--- src/rtl/dmem_port_ctrl.sv ---
// rtl/dmem_port_ctrl.sv - byte-serial RAM port arbiter for Y86-64 fetch and memory stages
module dmem_port_ctrl #(
  parameter int MEM_BYTES = 1024,
  parameter int AW = 10
) (
  input  logic          clk,
  input  logic          rst,
  input  logic          i_req,
  input  logic [63:0]   i_addr,
  output logic          i_gnt,
  output logic          i_ack,
  output logic [79:0]   i_rdata,
  output logic          i_err,
  input  logic          d_req,
  input  logic          d_we,
  input  logic [63:0]   d_addr,
  input  logic [63:0]   d_wdata,
  output logic          d_gnt,
  output logic          d_ack,
  output logic [63:0]   d_rdata,
  output logic          d_err,
  output logic          busy,
  output logic [AW-1:0] ram_addr,
  output logic          ram_we,
  output logic [7:0]    ram_wdata,
  input  logic [7:0]    ram_rdata
);

  // Highest legal base per port; constants, so the compare cannot wrap.
  localparam logic [63:0] D_LIM = 64'(MEM_BYTES - 8);
  localparam logic [63:0] I_LIM = 64'(MEM_BYTES - 10);

  typedef enum logic [1:0] {IDLE = 2'd0, XFER = 2'd1, DONE = 2'd2} state_t;

  state_t        state, state_nx;
  logic          sel_d, we_r, err_r, last_gnt;
  logic [AW-1:0] base_r;
  logic [63:0]   wdata_r;
  logic [3:0]    len_r, cnt;
  logic [79:0]   asm_r;
  logic [79:0]   i_rdata_q;
  logic [63:0]   d_rdata_q;
  logic          i_err_q, d_err_q;
  logic          pick_d, any_req, g_err;
  logic [3:0]    g_len;
  logic [AW-1:0] g_base;
  logic [79:0]   i_res;
  logic [63:0]   d_res;

  always_comb begin
    // last_gnt: 0 = fetch port, 1 = data port
    pick_d   = d_req & (~i_req | ~last_gnt);
    any_req  = i_req | d_req;
    g_err    = pick_d ? (d_addr > D_LIM) : (i_addr > I_LIM);
    g_len    = pick_d ? 4'd8 : 4'd10;
    g_base   = pick_d ? d_addr[AW-1:0] : i_addr[AW-1:0];
    state_nx = state;
    case (state)
      IDLE:    if (any_req) state_nx = g_err ? DONE : XFER;
      XFER:    if (cnt == len_r - 4'd1) state_nx = DONE;
      DONE:    state_nx = IDLE;
      default: state_nx = IDLE;
    endcase
  end

  always_comb begin
    i_gnt     = (state == IDLE) & i_req & ~pick_d & ~rst;
    d_gnt     = (state == IDLE) & pick_d & ~rst;
    i_ack     = (state == DONE) & ~sel_d;
    d_ack     = (state == DONE) & sel_d;
    busy      = (state != IDLE);
    ram_we    = (state == XFER) & we_r;
    ram_addr  = (state == XFER) ? base_r + AW'(cnt) : '0;
    ram_wdata = '0;
    if (state == XFER && we_r) begin
      for (int k = 0; k < 8; k++) begin
        if (cnt == 4'(k)) ram_wdata = wdata_r[8*k +: 8];
      end
    end
    i_res   = err_r ? 80'd0 : asm_r;
    d_res   = (err_r | we_r) ? 64'd0 : asm_r[63:0];
    // Fresh result during the ack cycle, held copy afterwards.
    i_rdata = i_ack ? i_res : i_rdata_q;
    i_err   = i_ack ? err_r : i_err_q;
    d_rdata = d_ack ? d_res : d_rdata_q;
    d_err   = d_ack ? err_r : d_err_q;
  end

  always_ff @(posedge clk or posedge rst) begin
    if (rst) begin
      state     <= IDLE;
      sel_d     <= 1'b0;
      we_r      <= 1'b0;
      err_r     <= 1'b0;
      last_gnt  <= 1'b0;
      base_r    <= '0;
      wdata_r   <= '0;
      len_r     <= '0;
      cnt       <= '0;
      asm_r     <= '0;
      i_rdata_q <= '0;
      d_rdata_q <= '0;
      i_err_q   <= 1'b0;
      d_err_q   <= 1'b0;
    end else begin
      state <= state_nx;
      case (state)
        IDLE: begin
          if (any_req) begin
            sel_d   <= pick_d;
            we_r    <= pick_d & d_we;
            base_r  <= g_base;
            wdata_r <= d_wdata;
            len_r   <= g_len;
            err_r   <= g_err;
            cnt     <= '0;
            asm_r   <= '0;
          end
        end
        XFER: begin
          cnt <= cnt + 4'd1;
          if (!we_r) begin
            for (int k = 0; k < 10; k++) begin
              if (cnt == 4'(k)) asm_r[8*k +: 8] <= ram_rdata;
            end
          end
        end
        DONE: begin
          last_gnt <= sel_d;
          if (sel_d) begin
            d_rdata_q <= d_res;
            d_err_q   <= err_r;
          end else begin
            i_rdata_q <= i_res;
            i_err_q   <= err_r;
          end
        end
        default: ;
      endcase
    end
  end

endmodule

--- config.mk ---
export PLATFORM = sky130hd
export DESIGN_NAME = dmem_port_ctrl
export DESIGN_NICKNAME = d
export VERILOG_FILES = /design/src/rtl/dmem_port_ctrl.sv
export SDC_FILE = /design/constraint.sdc
export NUM_CORES = 1
export LEC_CHECK = 0
export CAP_MARGIN = 20
export CORE_MARGIN = 3
export CORE_UTILIZATION = 50
export DETAILED_ROUTE_END_ITERATION = 8
export PLACE_DENSITY = 0.88
export SYNTH_ARGS = -nofsm -noshare
export SYNTH_HDL_FRONTEND = slang
export SYNTH_SLANG_ARGS = --single-unit
--- constraint.sdc ---
create_clock -name clk -period 20.9 [get_ports clk]
set_input_delay 3.135 -clock clk [delete_from_list [all_inputs] [get_ports clk]]
set_output_delay 3.135 -clock clk [all_outputs]
set_load 0.01 [all_outputs]
# Word level (Yosys, flattened, before mapping)

Index checks and enable logic that the tools add are counted.

Input port bits: 205
Word-level logic and storage cells: 129
Bits in registers: 314
Output and inout bits: 170

Order comparisons: 2
Add/sub/neg operators: 3
Bitwise operators: 18
Eq/ne operators: 25
Reductions and logical operators: 20
Mux-type cells: 38

Operator list:

| cell                                                                     | count |
|---|---|
| 80-bit 2-to-1 mux                                                        | 4 |
| 80-bit one-hot mux with 2 select lines                                   | 1 |
| 8-bit 2-to-1 mux                                                         | 19 |
| 64-bit by 10-bit > comparator with 1-bit output (second input constant)  | 2 |
| 64-bit 2-to-1 mux                                                        | 2 |
| 4-bit AND reduction                                                      | 10 |
| 10-bit 2-to-1 mux                                                        | 2 |
| 2-bit by 1-bit inequality test with 1-bit output (second input constant) | 10 |
| 4-bit by 3-bit equality test with 1-bit output (second input constant)   | 4 |
| 10-bit by 4-bit adder with 10-bit output                                 | 1 |
| 1-bit AND                                                                | 10 |
| 2-bit AND reduction                                                      | 5 |
| 4-bit by 2-bit equality test with 1-bit output (second input constant)   | 2 |
| 4-bit equality test (second input constant)                              | 2 |
| 2-bit 2-to-1 mux                                                         | 4 |
| 4-bit one-hot mux with 2 select lines                                    | 1 |
| 2-bit inequality test (second input constant)                            | 3 |
| 1-bit inverter                                                           | 5 |
| 4-bit by 1-bit adder with 4-bit output (second input constant)           | 1 |
| 4-bit by 1-bit equality test with 1-bit output (second input constant)   | 1 |
| 4-bit equality test                                                      | 1 |
| 4-bit zero test                                                          | 1 |
| 4-bit 2-to-1 mux                                                         | 1 |
| 2-bit one-hot mux with 2 select lines                                    | 1 |
| 8 further kinds                                                          | 13 |

# Depth between registers and ports, before layout

Gate-level depths: netlist of run 1.

Word-level depth: 10
Depth in mapped cells: 8
Mapped depth without buffers: 7

# Least setup slack after synthesis of run 1

Ideal clock, no wire load.

Kind: input to output
Start point: in d_req
End point: out d_gnt
Path slack: 13.758 ns
Data arrival time: 4.007 ns
Data required time: 17.765 ns
Path buffers: 1
Cell stages on the path: 4
Cells stage by stage: a21boi_2 > clkbuf_1 > nand2_1 > nor2_1

Longest elaborated chain between the ends: 3

RTL lines:

| element                 | RTL line | source |
|---|---|---|
| start, declared         | 14       | `input logic d_req,` |
| 1-bit AND               | 52       | `pick_d = d_req & (~i_req \| ~last_gnt);` |
| 1-bit AND (2 in series) | 68       | `d_gnt = (state == IDLE) & pick_d & ~rst;` |
| end, declared           | 18       | `output logic d_gnt,` |

No other way between the ends.

# Worst setup path after layout of run 1

Same ends and word-level chain as after synthesis.

==> results of run 1 <==
==> layout by cell type, fill, tap and decap left out, drive strengths merged, types with 2 or more instances in the layout <==
cell type / synthesis / final
nand2b: 83 / 83
mux2: 80 / 80
or2: 3 / 3
nor3: 6 / 6
inv: 6 / 8
clkinv: 0 / 4
a22oi: 8 / 8
or3: 2 / 2
clkbuf: 66 / 46
clkinvlp: 0 / 3
xor2: 4 / 4
nand3b: 18 / 18
a221oi: 8 / 8
dfrtp: 312 / 312
nor4: 27 / 27
nand3: 6 / 6
nor2b: 3 / 3
nor2: 26 / 26
nand4: 8 / 8
o21ai: 169 / 169
xnor2: 5 / 5
and2: 11 / 11
ha: 8 / 8
o221ai: 8 / 8
a31oi: 9 / 9
clkdlybuf4s50: 0 / 374
a21o: 3 / 3
a21oi: 28 / 28
mux2i: 2 / 2
buf: 23 / 11
nand2: 458 / 458
==> state kept, by name (all words and copies together), names as in the netlist, 2 cells and up <==
register	count
asm_r	80
cnt	4
wdata_r	64
d_rdata_q	64
len_r	2
base_r	10
state	2
i_rdata_q	80
==> final cells by class <==
cell class / instances / area share [%]
Multi-Input combinational cell: 998 / 29.3
Timing Repair Buffer: 385 / 20.8
Clock inverter: 10 / 0.542
Tap cell: 335 / 2.24
Sequential cell: 312 / 41.8
Inverter: 6 / 0.161
Clock buffer: 46 / 5.17
==> worst min-delay path: cells and delay by family, from the launching register on <==
kind | cells | cell delay [ps]
AND/OR/NAND/NOR | 2 | 100
flip-flops | 1 | 340
==> worst max path at each step <==
stage / start / endpoint / cells after the start
floorplan: rst / asm_r[0]$_DFFE_PP0P_ / 1
global placement: d_req / d_gnt / 5
detailed placement: d_req / d_gnt / 5
CTS: d_req / d_gnt / 5
global route: d_req / d_gnt / 5
finish: d_req / d_gnt / 5
==> cells in the mapped netlist, types with 2 or more instances <==
cell type and instances:
a21oi_1 25, nor2_4 7, a21oi_4 3, a221oi_1 8, clkbuf_1 66, and2_1 11
nand3b_1 18, nand3_1 6, o221ai_1 8, or2_2 3, ha_1 8, nand2b_1 83
mux2_2 80, nor4_1 26, or3_1 2, nand2_1 458, nand4_1 8, a21o_1 3
mux2i_1 2, a22oi_1 8, nor2b_1 3, nor3_1 6, a31oi_1 9, buf_2 19
xnor2_1 5, xor2_1 4, buf_1 2, o21ai_0 169, inv_1 6, dfrtp_1 312
nor2_1 19
==> power by group through the flow <==
stage | sequential (mW) | clock, mW | combinational, mW
after global placement | 0.663 | 0 | 0.183
after global routing | 0.657 | 0.611 | 0.210
after CTS | 0.654 | 0.586 | 0.187
final | 0.655 | 0.578 | 0.192
after detailed placement | 0.665 | 0 | 0.187
after floorplan | 0.658 | 0 | 0.112
==> kinds of logic after synthesis <==
family / synth area share, %
AO/OA/AOI/OAI: 10.1
XOR/XNOR: 0.577
adder cells (fa/ha/maj): 0.879
buffers and inverters: 2.87
flip-flops: 57.1
multiplexers: 6.74
AND/OR/NAND/NOR: 21.7
==> metal layers <==
layer	GRT usage (%)	vias up	routed length, um
met5	0	-	0
met4	10.0	0	1370
met3	5.17	90	2990
met2	49.0	558	21300
met1	35.5	5696	16400
li1	-	5353	-
==> stage by stage <==
stage          cell area [um2]  worst slack, ps  std cells  hold slack [ps]  total power, mW
6_report                 18700            12610       2092              476             1.42
5_1_grt                  18700            12480       2092              493             1.48
2_1_floorplan            13700             9140       1405              440            0.771
3_5_place_dp             17500            12620       2033              462            0.851
4_1_cts                  18600            12620       2089              477             1.43
3_3_place_gp             17500            12640       2033              455            0.846
==> results.json, run 1 <==
{
  "die_h_um": 171,
  "async_flop_share_pct": 100,
  "syn-instance-count": 1405,
  "fillers": 1877,
  "cp_slowest_cell": "a21boi_2",
  "cp.arrival_ps": 5150,
  "tightest_slew_ps": 1010,
  "synth_edf_count": 0,
  "hold_path_startpoint": "wdata_r[9]$_DFFE_PP0P_",
  "crit_path_max_fanout": 16,
  "status": "completed",
  "rsz0062_at_grt": "false",
  "synth_nets": 1619,
  "finalCriticalPeriod_ps": 8290,
  "crit_required_ps": 17770,
  "powerDensity_nw_per_um2": 76.2,
  "cp_top_family": "buffers and inverters",
  "p_switching_mw": 0.371,
  "antenna_cells": 0,
  "seq_area_frac_synth_pct": 57.1,
  "clk_path_buf_depth": 3,
  "clk_latency_ps": 520,
  "yosys_register_bits": 312,
  "yosysTopAreaCell": "dfrtp_1",
  "min_period_over_period_pct": 39.7,
  "fin_nets": 1951,
  "core_um2": 26400,
  "cts_tree": "done",
  "place_congestion": 0.873,
  "wl_per_cell_um": 20.1,
  "crit_chain": "clkdlybuf4s50_1, a21boi_2, nand2_1, nor2_1, clkdlybuf4s50_1",
  "area_growth_syn_to_layout_pct": 36.8,
  "final-setup-viol-count": 0,
  "row_count": 59,
  "final_core_util_pct": 70.8,
  "grt_pass1_wl_um": 64800,
  "rrSetupSlack_ps": 18140,
  "syn_area_per_cell_um2": 9.73,
  "first_global_vias": 12000,
  "synth_area_um2": 13700,
  "max_freq_ghz": 0.121,
  "fp.dieW_um": 171,
  "startpoint_type": "input port",
  "post_cts_buffers": 0,
  "hold_path_end": "wdata_r[9]$_DFFE_PP0P_",
  "leakagePower_nw": 8.17,
  "post_cts_resized": 0,
  "crit_path_max_incr_delay_ps": 630,
  "synthTopCellsByArea": "dfrtp_1 57%, nand2_1 13%, mux2_2 6.6%",
  "swShare_pct": 26.0,
  "ir_drop_mv": 0.0482,
  "port_buffers": 374,
  "path_class": "in2out",
  "hold_viol_final": 0,
  "end_kind": "output pin",
  "start_util_pct": 51.7,
  "crit_top_cell": "clkdlybuf4s50_1",
  "dieArea_um2": 29400,
  "fin_tns_setup_ps": 0,
  "cts_max_level": 2,
  "internal-power_mw": 1.05,
  "cts_sinks": 312,
  "via_per_inst": 5.59,
  "remaining_drc_errors": 0,
  "relSlewSlack_pct": 32.6,
  "p_seq_share_pct": 45.9,
  "worstRegToRegCells": 4,
  "synth_cell_types": 49,
  "netlist.area_leader.share_pct": 57.1,
  "grt_max_degree": 157,
  "ant_nets": 0,
  "rr_startpoint": "cnt[0]$_DFFE_PP0P_",
  "r2r_end": "asm_r[59]$_DFFE_PP0P_",
  "grt-ovfl-total": 0,
  "cts_hold_buf": 0,
  "track_usage_pct": 28.2,
  "io_pins": 375,
  "hold_path.class": "reg2reg",
  "drt-pass1-iter-count": 5,
  "pwr-share-clk_pct": 40.6,
  "power_frac_comb_pct": 13.5,
  "finalMaxSlewViolations": 0,
  "vias": 11700,
  "worst-path-buf-inv": 2,
  "maxCapViolCount": 0,
  "multi_input_area_um2": 5490,
  "dp_hpwl_um": 28500,
  "synth_ff_type": "dfrtp_1",
  "ff_latch_area_um2": 7810,
  "clkTransAtPathRegs_ps": 60,
  "drive_above_1_share_pct": 9.22,
  "cts-root-buf": "clkbuf_16",
  "routed_wl_um": 42000,
  "worstHoldPathCells": 2,
  "antenna_found_initial": 0,
  "fin_skew_ps": 14.0,
  "numCtsBuffers": 34,
  "yosysWarnings": 0,
  "drt_iter0_drc": 984
}
(Power assumes the default switching activity.)
==> inputs of run 2 (changes only) <==
- CORE_UTILIZATION: 50 -> 49
- PLACE_DENSITY: 0.88 -> 0.86
- clock period: 20.9 -> 8.3 ns (I/O delays scaled with it)
==> run 2 against run 1 <==
  * Register-to-register slack worse by 12000 ps
  * Combinational power up 150%
  * Sequential power grew to 2.5 times the previous value
  * First-iteration DRC count down 7.4%
==> results.json, run 2 (synthesized netlist as in run 1, its figures left out) <==
{
  "status": "completed",
  "pwr-share-clk_pct": 42.6,
  "crit_path_max_incr_delay_ps": 590,
  "internal-power_mw": 2.76,
  "ant_nets": 0,
  "first_global_vias": 11800,
  "p_switching_mw": 0.946,
  "final-setup-viol-count": 0,
  "cts-root-buf": "clkbuf_16",
  "cts_max_level": 2,
  "rsz0062_at_grt": "false",
  "max_freq_ghz": 0.207,
  "placed_area_um2": 17600,
  "leakagePower_nw": 8.20,
  "io_pins": 375,
  "tightest_slew_ps": 1140,
  "antenna_found_initial": 0,
  "swShare_pct": 25.6,
  "port_buffers": 374,
  "worstHoldPathCells": 2,
  "path_class": "reg2out",
  "final_cell_mix": "458 x nand2_1, 374 x clkdlybuf4s50_1, 311 x dfrtp_1",
  "finalPower_mw": 3.70,
  "vias": 11500,
  "maxCapViolCount": 0,
  "fin_cells": 2134,
  "p_seq_share_pct": 44.5,
  "clk_path_buf_depth": 3,
  "setup_ws_ps": 3470,
  "crit_chain": "inv_1, ha_1, nor2b_1, a221oi_1, o221ai_1, a31oi_1, clkdlybuf4s50_1",
  "ir_drop_mv": 0.113,
  "fin_nets": 1950,
  "hold_viol_final": 0,
  "min_period_over_period_pct": 58.2,
  "wl_per_cell_um": 19.3,
  "end_kind": "output pin",
  "post_cts_resized": 0,
  "area_growth_syn_to_layout_pct": 37.7,
  "place_congestion": 0.879,
  "fin_tns_setup_ps": 0,
  "numCtsBuffers": 34,
  "remaining_drc_errors": 0,
  "cts_tree": "done",
  "cts_sinks": 312,
  "power_frac_comb_pct": 12.8,
  "fp.dieW_um": 173,
  "cp_slowest_cell": "ha_1",
  "fin_skew_ps": 23.3,
  "placedCellCount": 2071,
  "fillers": 2013,
  "via_per_inst": 5.39,
  "drt-pass1-iter-count": 5,
  "grt_max_degree": 202,
  "grt-ovfl-total": 0,
  "crit_path_max_fanout": 20,
  "final_core_util_pct": 69.2,
  "row_count": 60,
  "finalMaxSlewViolations": 0,
  "top_regs": "asm_r x80, i_rdata_q x80",
  "powerDensity_nw_per_um2": 197,
  "drive_above_1_share_pct": 9.36,
  "whs_ps": 473,
  "finalInstanceArea_um2": 18800,
  "start_util_pct": 50.3,
  "die_h_um": 173,
  "clkTransAtPathRegs_ps": 60,
  "clk_latency_ps": 520,
  "grt_pass1_wl_um": 64500,
  "dp_slack_ps": 3550,
  "routed_wl_um": 41200,
  "drt_iter0_drc": 911,
  "cts_hold_buf": 0,
  "layout_commonest_cell": "nand2_1",
  "post_cts_buffers": 0,
  "relSlewSlack_pct": 23.8,
  "core_um2": 27200,
  "cp.arrival_ps": 3590,
  "dieArea_um2": 29900,
  "startpoint_type": "flip-flop",
  "crit_required_ps": 7050,
  "track_usage_pct": 26.8,
  "hold_path.class": "reg2reg",
  "finalCriticalPeriod_ps": 4830,
  "worstRegToRegCells": 4,
  "antenna_cells": 0,
  "dp_hpwl_um": 28300
}
## run 2: changes by cell type in the layout (fill, tap and decap cells not counted), sizes merged
cell / delta
buf: -1
bufinv: +3
inv: -3
clkbuf: +3
clkinvlp: -1
clkinv: +4
## run 2: path summary, 6_finish.rpt
path / from / endpoint / slack, ps
max: cnt[1]$_DFFE_PP0P_ / ram_wdata[4] / 3470
max reg2reg: cnt[1]$_DFFE_PP0P_ / asm_r[61]$_DFFE_PP0P_ / 5680
min reg2reg: wdata_r[59]$_DFFE_PP0P_ / wdata_r[59]$_DFFE_PP0P_ / 470
max in group asynchronous: rst / asm_r[68]$_DFFE_PP0P_ / 5450
min in group asynchronous: rst / d_rdata_q[3]$_DFFE_PP0P_ / 1290
min: wdata_r[59]$_DFFE_PP0P_ / wdata_r[59]$_DFFE_PP0P_ / 470
## run 2: cell type report
class | count | area (um2) | share of cell area [%]
clock inverter | 13 | 190 | 1.01
timing repair buffer | 384 | 3850 | 20.5
sequential | 312 | 7810 | 41.5
inverter | 6 | 26.3 | 0.140
multi-input combinational | 998 | 5490 | 29.2
clock buffer | 49 | 988 | 5.25
tap | 372 | 465 | 2.47
## run 2: power groups by stage
stage	clock network (mW)	registers [mW]	logic [mW]
2_1_floorplan	0	1.66	0.283
3_3_place_gp	0	1.67	0.460
3_5_place_dp	0	1.67	0.471
4_1_cts	1.60	1.65	0.474
5_1_grt	1.67	1.66	0.523
6_report	1.58	1.65	0.476
## run 2: critical path: cells and delay by family (launching register included)
| kind | cells | cell delay, ps |
|---|---|---|
| AO/OA/AOI/OAI | 3 | 1020 |
| AND/OR/NAND/NOR | 1 | 290 |
| buffers and inverters | 2 | 710 |
| flip-flops | 1 | 470 |
| adder cells (fa/ha/maj) | 1 | 590 |
## run 2: routing by layer
layer	vias to the layer above	global-route usage [%]	wire length (um)
li1	5358	-	-
met1	5605	34.6	16700
met2	469	46.8	20900
met3	76	4.17	2550
met4	0	7.84	1030
met5	-	0	0
==> inputs of run 3 (changes only) <==
- CORE_UTILIZATION: 49 -> 44
- PLACE_DENSITY: 0.86 -> 0.82
- clock period: 8.3 -> 4.3 ns (I/O delays scaled with it)
==> run 3 against run 2 <==
  * Cell area increased by 0.79%
  * Cell count increased by 1.4%
  * Largest cell class unchanged
  * Wire length increased by 2.8%
  * Via count about the same
  * Clock-buffer cell count decreased by 4
  * Power increased by 91%
  * Flip-flop and latch count unchanged
  * Worst hold slack about the same
  * Core utilization decreased by 6.3 points
  * Largest power group unchanged
  * Global-route usage decreased by 1.6 points
  * Die area increased by 11%
==> results.json, run 3 (synthesized netlist as in run 1, its figures left out) <==
{
  "worst-path-buf-inv": 2,
  "final-setup-viol-count": 0,
  "antenna_found_initial": 2,
  "track_usage_pct": 25.1,
  "finalMaxSlewViolations": 0,
  "swShare_pct": 25.8,
  "cts_tree": "done",
  "core_um2": 30100,
  "max_freq_ghz": 0.253,
  "crit_path_max_incr_delay_ps": 590,
  "pwr-share-clk_pct": 41.3,
  "maxCapViolCount": 0,
  "startpoint_type": "flip-flop",
  "p_switching_mw": 1.83,
  "final_cell_mix": "458 x nand2_1, 374 x clkdlybuf4s50_1, 311 x dfrtp_1",
  "p_seq_share_pct": 45.2,
  "cp.depth": 7,
  "drt-pass1-iter-count": 5,
  "cp.arrival_ps": 3310,
  "die_h_um": 182,
  "fp.dieW_um": 182,
  "row_count": 63,
  "cts_max_level": 2,
  "io_pins": 375,
  "leakagePower_nw": 8.27,
  "cts-root-buf": "clkbuf_16",
  "grt_pass1_wl_um": 66400,
  "ant_nets": 0,
  "grt_max_degree": 114,
  "powerDensity_nw_per_um2": 374,
  "rsz0062_at_grt": "false",
  "clk_latency_ps": 510,
  "ir_drop_mv": 0.207,
  "finalInstanceArea_um2": 19000,
  "drive_above_1_share_pct": 9.99,
  "layout_commonest_cell": "nand2_1",
  "vias": 11500,
  "drt_iter0_drc": 821,
  "clkTransAtPathRegs_ps": 60,
  "remaining_drc_errors": 0,
  "crit_required_ps": 3650,
  "worstRegToRegCells": 4,
  "clk_path_buf_depth": 3,
  "crit_chain": "inv_1, ha_1, nor2b_1, a221oi_1, o221ai_1, a31oi_1, clkdlybuf4s50_1",
  "finalCriticalPeriod_ps": 3960,
  "cp_slowest_cell": "clkdlybuf4s50_1",
  "place_congestion": 0.916,
  "hold_path.class": "reg2reg",
  "status": "completed",
  "min_period_over_period_pct": 92.0,
  "crit_path_max_fanout": 20,
  "power_frac_comb_pct": 13.5,
  "placedCellCount": 2101,
  "dp_hpwl_um": 31000,
  "fin_nets": 1963,
  "placed_area_um2": 17800,
  "dp_slack_ps": 912,
  "end_kind": "output pin",
  "numCtsBuffers": 34,
  "via_per_inst": 5.32,
  "internal-power_mw": 5.26,
  "tightest_slew_ps": 859,
  "first_global_vias": 11900,
  "setup_ws_ps": 344,
  "finalPower_mw": 7.08,
  "dieArea_um2": 33200,
  "worstHoldPathCells": 2,
  "fin_skew_ps": 17.8,
  "grt-ovfl-total": 0,
  "start_util_pct": 45.4,
  "path_class": "reg2out",
  "post_cts_resized": 0,
  "port_buffers": 374,
  "wl_per_cell_um": 19.6,
  "top_regs": "asm_r x80, i_rdata_q x80",
  "routed_wl_um": 42300,
  "relSlewSlack_pct": 42.7,
  "fin_cells": 2163,
  "area_growth_syn_to_layout_pct": 38.8,
  "cp_top_family": "compound AO/OA/AOI/OAI gates",
  "hold_viol_final": 0,
  "cts_hold_buf": 0,
  "cts_sinks": 312,
  "post_cts_buffers": 0
}
==> run 3: path summary, 6_finish.rpt <==
kind / endpoint / from / slack [ps]
max: ram_wdata[5] / cnt[1]$_DFFE_PP0P_ / 340
min: wdata_r[60]$_DFFE_PP0P_ / wdata_r[60]$_DFFE_PP0P_ / 470
max reg2reg: asm_r[59]$_DFFE_PP0P_ / cnt[1]$_DFFE_PP0P_ / 1700
min reg2reg: wdata_r[60]$_DFFE_PP0P_ / wdata_r[60]$_DFFE_PP0P_ / 470
max in group asynchronous: d_rdata_q[19]$_DFFE_PP0P_ / rst / 2910
min in group asynchronous: len_r[3]$_DFFE_PP0P_ / rst / 540
==> run 3: worst min-delay path: cells and delay by family, from the launching register on <==
kind | cells | cell delay, ps
simple gates | 2 | 100
flops | 1 | 340
==> run 3: routing by layer <==
layer  track usage [%]  wire length (um)
met3              4.48              2460
met5                 0                 0
met1              31.9             17200
met2              43.4             21100
met4              8.87              1590
==> run 3: cell type report <==
cell class | count | area (um2)
antenna | 2 | 5.00
inverter | 6 | 26.3
sequential | 312 | 7810
tap | 390 | 488
timing repair buffer | 397 | 4040
clock buffer | 45 | 963
clock inverter | 13 | 151
multi-input combinational | 998 | 5490
fill | 2403 | 11100
==> run 3: per-stage QoR <==
step / util (%) / TNS (ps) / hold slack, ps
after detailed placement: 59.1 / 0 / 459
after global placement: 59.1 / 0 / 457
after floorplan: - / -155970 / 440
after CTS: 62.8 / 0 / 474
after global routing: 63.0 / 0 / 493
final: 63.0 / 0 / 473
==> run 3: power by group through the flow <==
stage / clock [mW] / sequential, mW / combinational (mW)
2_1_floorplan: 0 / 3.20 / 0.547
5_1_grt: 3.10 / 3.21 / 1.06
3_5_place_dp: 0 / 3.25 / 0.952
3_3_place_gp: 0 / 3.25 / 0.929
6_report: 2.93 / 3.20 / 0.958
4_1_cts: 2.97 / 3.20 / 0.957
